<file path="src/rtl/noc_local_ni.sv">
// Local network interface between a PE and a noc_router Local port: single-flit TX packer and FWFT RX buffer.
// Optional NI_STATS_EN macro adds tx_count/rx_count/drop_count statistics outputs.
module noc_local_ni #(
  parameter int WIDTH    = 16,
  parameter int RX_DEPTH = 8
) (
  input  logic             clk,
  input  logic             reset,
  input  logic             tx_valid,
  input  logic [1:0]       tx_dst,
  input  logic [WIDTH-4:0] tx_payload,
  output logic             tx_ready,
  output logic             net_write,
  output logic [WIDTH-1:0] net_data,
  input  logic             net_full,
  input  logic             net_almost_full,
  input  logic             rx_write,
  input  logic [WIDTH-1:0] rx_data,
  output logic             rx_full,
  output logic             rx_almost_full,
  output logic             rx_valid,
  output logic [1:0]       rx_dst,
  output logic [WIDTH-4:0] rx_payload,
  input  logic             rx_ready,
  output logic             rx_drop_err
`ifdef NI_STATS_EN
  ,
  output logic [15:0]      tx_count,
  output logic [15:0]      rx_count,
  output logic [7:0]       drop_count
`endif
);

  localparam int PW = $clog2(RX_DEPTH);
  localparam int CW = PW + 1;

  typedef enum logic {TX_EMPTY, TX_LOADED} tx_state_e;

  tx_state_e        tx_state_q, tx_state_d;
  logic [WIDTH-1:0] hold_flit_q, hold_flit_d;
  logic             can_send_q, can_send_d;
  logic             hold_vld;
  logic             tx_accept;

  assign hold_vld  = (tx_state_q == TX_LOADED);
  assign net_write = hold_vld & can_send_q;
  assign net_data  = net_write ? hold_flit_q : '0;
  assign tx_ready  = ~hold_vld | net_write;
  assign tx_accept = tx_valid & tx_ready;

  // can_send lags the router flags by one edge, so a write already in flight when almost_full rises also closes the gate
  always_comb begin
    tx_state_d  = tx_state_q;
    hold_flit_d = hold_flit_q;
    can_send_d  = ~((net_almost_full & net_write) | net_full);
    case (tx_state_q)
      TX_EMPTY: begin
        if (tx_accept) begin
          hold_flit_d = {tx_payload, tx_dst, 1'b1};
          tx_state_d  = TX_LOADED;
        end
      end
      TX_LOADED: begin
        if (tx_accept) begin
          hold_flit_d = {tx_payload, tx_dst, 1'b1};
          tx_state_d  = TX_LOADED;
        end else if (net_write) begin
          tx_state_d = TX_EMPTY;
        end
      end
    endcase
  end

  always_ff @(posedge clk or posedge reset) begin
    if (reset) begin
      tx_state_q  <= TX_EMPTY;
      hold_flit_q <= '0;
      can_send_q  <= 1'b0;
    end else begin
      tx_state_q  <= tx_state_d;
      hold_flit_q <= hold_flit_d;
      can_send_q  <= can_send_d;
    end
  end

  // The valid bit is implied for stored flits, so the RX buffer only keeps dst and payload
  logic [WIDTH-2:0] mem_q [RX_DEPTH];
  logic [WIDTH-2:0] mem_d [RX_DEPTH];
  logic [PW-1:0]    wr_ptr_q, wr_ptr_d;
  logic [PW-1:0]    rd_ptr_q, rd_ptr_d;
  logic [CW-1:0]    count_q, count_d;
  logic             drop_err_q, drop_err_d;
  logic             push, pop, push_ok, drop;

  assign rx_valid       = (count_q != '0);
  assign rx_full        = (count_q == CW'(RX_DEPTH));
  assign rx_almost_full = (count_q >= CW'(RX_DEPTH - 2));
  assign rx_dst         = rx_valid ? mem_q[rd_ptr_q][1:0] : '0;
  assign rx_payload     = rx_valid ? mem_q[rd_ptr_q][WIDTH-2:2] : '0;
  assign rx_drop_err    = drop_err_q;

  assign push    = rx_write & rx_data[0];
  assign pop     = rx_valid & rx_ready;
  assign push_ok = push & (~rx_full | pop);
  assign drop    = push & rx_full & ~pop;

  always_comb begin
    mem_d      = mem_q;
    wr_ptr_d   = wr_ptr_q;
    rd_ptr_d   = rd_ptr_q;
    count_d    = count_q;
    drop_err_d = drop_err_q | drop;
    if (push_ok) begin
      mem_d[wr_ptr_q] = rx_data[WIDTH-1:1];
      wr_ptr_d        = wr_ptr_q + PW'(1);
    end
    if (pop) begin
      rd_ptr_d = rd_ptr_q + PW'(1);
    end
    if (push_ok && !pop) begin
      count_d = count_q + CW'(1);
    end else if (pop && !push_ok) begin
      count_d = count_q - CW'(1);
    end
  end

  always_ff @(posedge clk or posedge reset) begin
    if (reset) begin
      for (int i = 0; i < RX_DEPTH; i++) begin
        mem_q[i] <= '0;
      end
      wr_ptr_q   <= '0;
      rd_ptr_q   <= '0;
      count_q    <= '0;
      drop_err_q <= 1'b0;
    end else begin
      mem_q      <= mem_d;
      wr_ptr_q   <= wr_ptr_d;
      rd_ptr_q   <= rd_ptr_d;
      count_q    <= count_d;
      drop_err_q <= drop_err_d;
    end
  end

`ifdef NI_STATS_EN
  logic [15:0] tx_count_q, tx_count_d;
  logic [15:0] rx_count_q, rx_count_d;
  logic [7:0]  drop_count_q, drop_count_d;

  assign tx_count   = tx_count_q;
  assign rx_count   = rx_count_q;
  assign drop_count = drop_count_q;

  always_comb begin
    tx_count_d   = tx_count_q + {15'd0, net_write};
    rx_count_d   = rx_count_q + {15'd0, push_ok};
    drop_count_d = drop_count_q + {7'd0, drop};
  end

  always_ff @(posedge clk or posedge reset) begin
    if (reset) begin
      tx_count_q   <= '0;
      rx_count_q   <= '0;
      drop_count_q <= '0;
    end else begin
      tx_count_q   <= tx_count_d;
      rx_count_q   <= rx_count_d;
      drop_count_q <= drop_count_d;
    end
  end
`endif

endmodule

</file>
<file path="config.mk">
export PLATFORM = sky130hd
export DESIGN_NAME = noc_local_ni
export DESIGN_NICKNAME = d
export VERILOG_FILES = /design/src/rtl/noc_local_ni.sv
export SDC_FILE = /design/constraint.sdc
export NUM_CORES = 1
export LEC_CHECK = 0
export BUFFER_PORTS_ARGS = -buffer_cell sky130_fd_sc_hd__buf_4
export CORE_UTILIZATION = 45
export DETAILED_ROUTE_END_ITERATION = 8
export SYNTH_ARGS = -nofsm -noshare
export SYNTH_HDL_FRONTEND = slang
export SYNTH_SLANG_ARGS = --single-unit
</file>
<file path="constraint.sdc">
create_clock -name clk -period 5.5 [get_ports clk]
set_input_delay 0.275 -clock clk [delete_from_list [all_inputs] [get_ports clk]]
set_output_delay 0.275 -clock clk [all_outputs]
set_load 0.02 [all_outputs]
</file>
==> flow_summary_export.csv <==
group,metric,value,unit
status,outcome,"completed",
grt,grt_usage,19.7,%
layout,antennaDiodeCount,0,
setup_path,r2r_end,"count_q[3]",
power_and_ir_drop,clockPowerShare,22.8,%
sta,setup_viol,0,
power_and_ir_drop,power_density,610,nW/µm²
floorplanning,fp-row-count,45,
flow_run,maxCapViolations,0,
layout,syn_to_final_growth,18.1,%
route,drtPass1Iterations,4,
yosys,synth_top_area_cell,"dfrtp_1",
sta,hold_violations,0,
yosys,mappedNetlistArea,6990,µm²
sta,rsz0062_at_grt,"false",
yosys,synth_area_leaders,"dfrtp_1 53%, mux2_2 19%, mux4_2 9.7%",
floorplanning,coreArea,15200,µm²
setup_path,crit_start,"count_q[0]",
power_and_ir_drop,pwr-share-seq,38.5,%
grt,grt_max_degree,96,
power_and_ir_drop,leakage,0.00371,µW
floorplanning,ioPinCount,75,
cts,clock_sinks,149,
yosys,synth.avg_cell_area,16.1,µm²
floorplanning,start_util,46.0,%
yosys,postSynthCellCount,433,
setup_path,cp-endpoint,"count_q[3]",
power_and_ir_drop,p_sw_share,31.5,%
cts,clkLatencyLatePin,420,ps
sta,whs,46.8,ps
grt,grt_pass1_wl,23600,µm
setup_path,arrival,3470,ps
setup_path,endpoint_kind,"flop",
setup_path,worstReg2RegStart,"count_q[0]",
yosys,ys.flop_type,"dfrtp_1",
yosys,synth_top_area_share,53.4,%
sta,min_period,3180,ps
route,drt_iter0_drc,154,
setup_path,critPathLaunchType,"flop",
setup_path,cp.required,5790,ps
setup_path,slowest_delay,700,ps
grt,antenna_found_initial,0,
floorplanning,dieArea,16000,µm²
cts,htree_levels,4,
placement,dp_hpwl,8570,µm
setup_path,cp_max_fo,12,
placement,routabilityCongestion,0.699,
power_and_ir_drop,vdd_drop_max,267,µV
route,routed_wl,14300,µm
setup_path,rrSetupSlack,2320,ps
yosys,synth-seq-cells,149,
layout,drive_above_1_share,55.9,%
floorplanning,die_x,127,µm
cts,cts_tree,"built",
sta,slew_viol_final,0,
route,vias,3980,
yosys,synth_common_cells,"149 x dfrtp_1, 117 x mux2_2, 30 x mux4_2",
power_and_ir_drop,internal_power,3450,µW
grt,grt_pass1_vias,4323,
sta,fin_setup_tns,0,ps
setup_path,critical_path_class,"reg -> reg",
hold_path,hp-class,"in -> async",
cts,path_clk_slew,60,ps
cts,cts_resized,0,
route,routed_via_density,5.63,
placement,port_buffers,74,
cts,clockRootBuffer,"clkbuf_16",
sta,max_freq,315,MHz
layout,fin_nets,550,
sta,skew,6.81,ps
yosys,ys_types,45,
sta,fin_crit_sh,57.7,%
sta,slew_headroom,35.5,%
setup_path,slowest_stage,"or4b_4",
power_and_ir_drop,p_switching,1580,µW
layout,multiInputGateArea,3070,µm²
sta,worst_pin_slew,968,ps
yosys,synth.net_count,477,
grt,gr-total-overflow,0,
setup_path,ff2ff_path_depth,9,
setup_path,crit_path_cell_trace,"or4b_4, o211ai_1, inv_1, ha_1, inv_1, ha_1, or4_1, nand3_1, o221ai_1",
floorplanning,die_h,127,µm
route,antenna_left,0,
yosys,yosysMostFrequentCell,"dfrtp_1",
cts,cts_buffers,17,
route,post-route-drc-count,0,
yosys,async_flop_share,100,%
yosys,synth_edf_count,0,
cts,clock_path_buffers,2,
layout,num-fill-cells,1271,
yosys,ys_seq_area_share,53.4,%
layout,seq_area,3730,µm²
yosys,ys_warn_count,0,
cts,post_cts_buffers,0,
power_and_ir_drop,combPwrFrac,38.7,%
route,routedWlPerCell,20.2,µm
critical path: cells and delay by family (launching register included):
family / cells / cell delay, ps
compound gates: 2 / 460
fa+ha+maj: 2 / 570
buf+inv: 2 / 240
flops: 1 / 450
simple gates: 3 / 1330
how the worst min path moves through the flow:
stage	end	slack (ps)
CTS	hold_vld	30
global placement	can_send_q	430
floorplan	can_send_q	340
detailed placement	can_send_q	440
global route	hold_vld	50
finish	hold_flit_q[14]	50
sequential cells by signal, indices dropped and copies added, names as in the netlist:
signal,count
mem_q,120
hold_flit_q,16
count_q,4
rd_ptr_q,3
wr_ptr_q,3
can_send_q,1
hold_vld,1
rx_drop_err,1
logic make-up (layout without fill, tap and decap cells):
group,Yosys count,count (layout),share of synthesized area (%)
AOI/OAI and AO/OA,33,33,5.03
muxes,169,169,33.1
and+or+nand+nor,40,40,3.78
buffers and inverters,30,116,2.76
adders and majority gates,6,6,1.18
DFF,149,149,53.4
xor gates and xnor gates,6,6,0.752
final cells by class:
cell class | count | share of cell area (%)
tap | 188 | 2.85
multi-input combinational | 254 | 37.2
clock inverter | 12 | 1.56
inverter | 5 | 0.288
clock buffer | 20 | 5.66
sequential | 149 | 45.2
timing repair buffer | 79 | 7.25
placed cells by master, fill, tap and decap left out, types with 4 or more instances in the layout:
master / synthesis / routed
inv_1: 5 / 4
dfrtp_1: 149 / 147
clkinvlp_4: 0 / 6
a22o_1: 15 / 15
mux4_2: 30 / 30
mux2_4: 20 / 20
ha_1: 5 / 5
mux2_2: 117 / 117
xnor2_1: 6 / 6
clkbuf_16: 0 / 17
and3_1: 17 / 17
buf_4: 1 / 77
metrics by stage:
| step | total power [µW] | util, % | cell area (µm²) | setup WS, ps | std cells |
|---|---|---|---|---|---|
| final | 5030 | 54.3 | 8250 | 2320 | 707 |
| after global routing | 5330 | 54.3 | 8250 | 2160 | 707 |
| after detailed placement | 3920 | 50.2 | 7630 | 2370 | 673 |
| after floorplan | 3340 | - | 6990 | 1220 | 433 |
| after global placement | 3840 | 50.2 | 7630 | 2510 | 673 |
| after CTS | 5090 | 54.3 | 8250 | 2350 | 707 |
power by group through the flow:
stage | registers [µW] | clock network [µW] | logic (µW)
2_1_floorplan | 1790 | 0 | 1550
3_3_place_gp | 1920 | 0 | 1920
3_5_place_dp | 1950 | 0 | 1970
4_1_cts | 1940 | 1180 | 1970
5_1_grt | 2000 | 1220 | 2100
6_report | 1940 | 1150 | 1940
repair_timing:
action                     4_1_cts  5_1_grt
setup endpoints to repair        0        0
hold endpoints to repair         1        0
hold buffers                     2        0
per-layer routing:
layer	share of wire, %	global-route usage, %
met5	0	0
met3	4.3	5.78
met1	46	26.1
met2	48	31.3
met4	1.3	6.45
No activity file was read; power rests on OpenSTA's default activity.
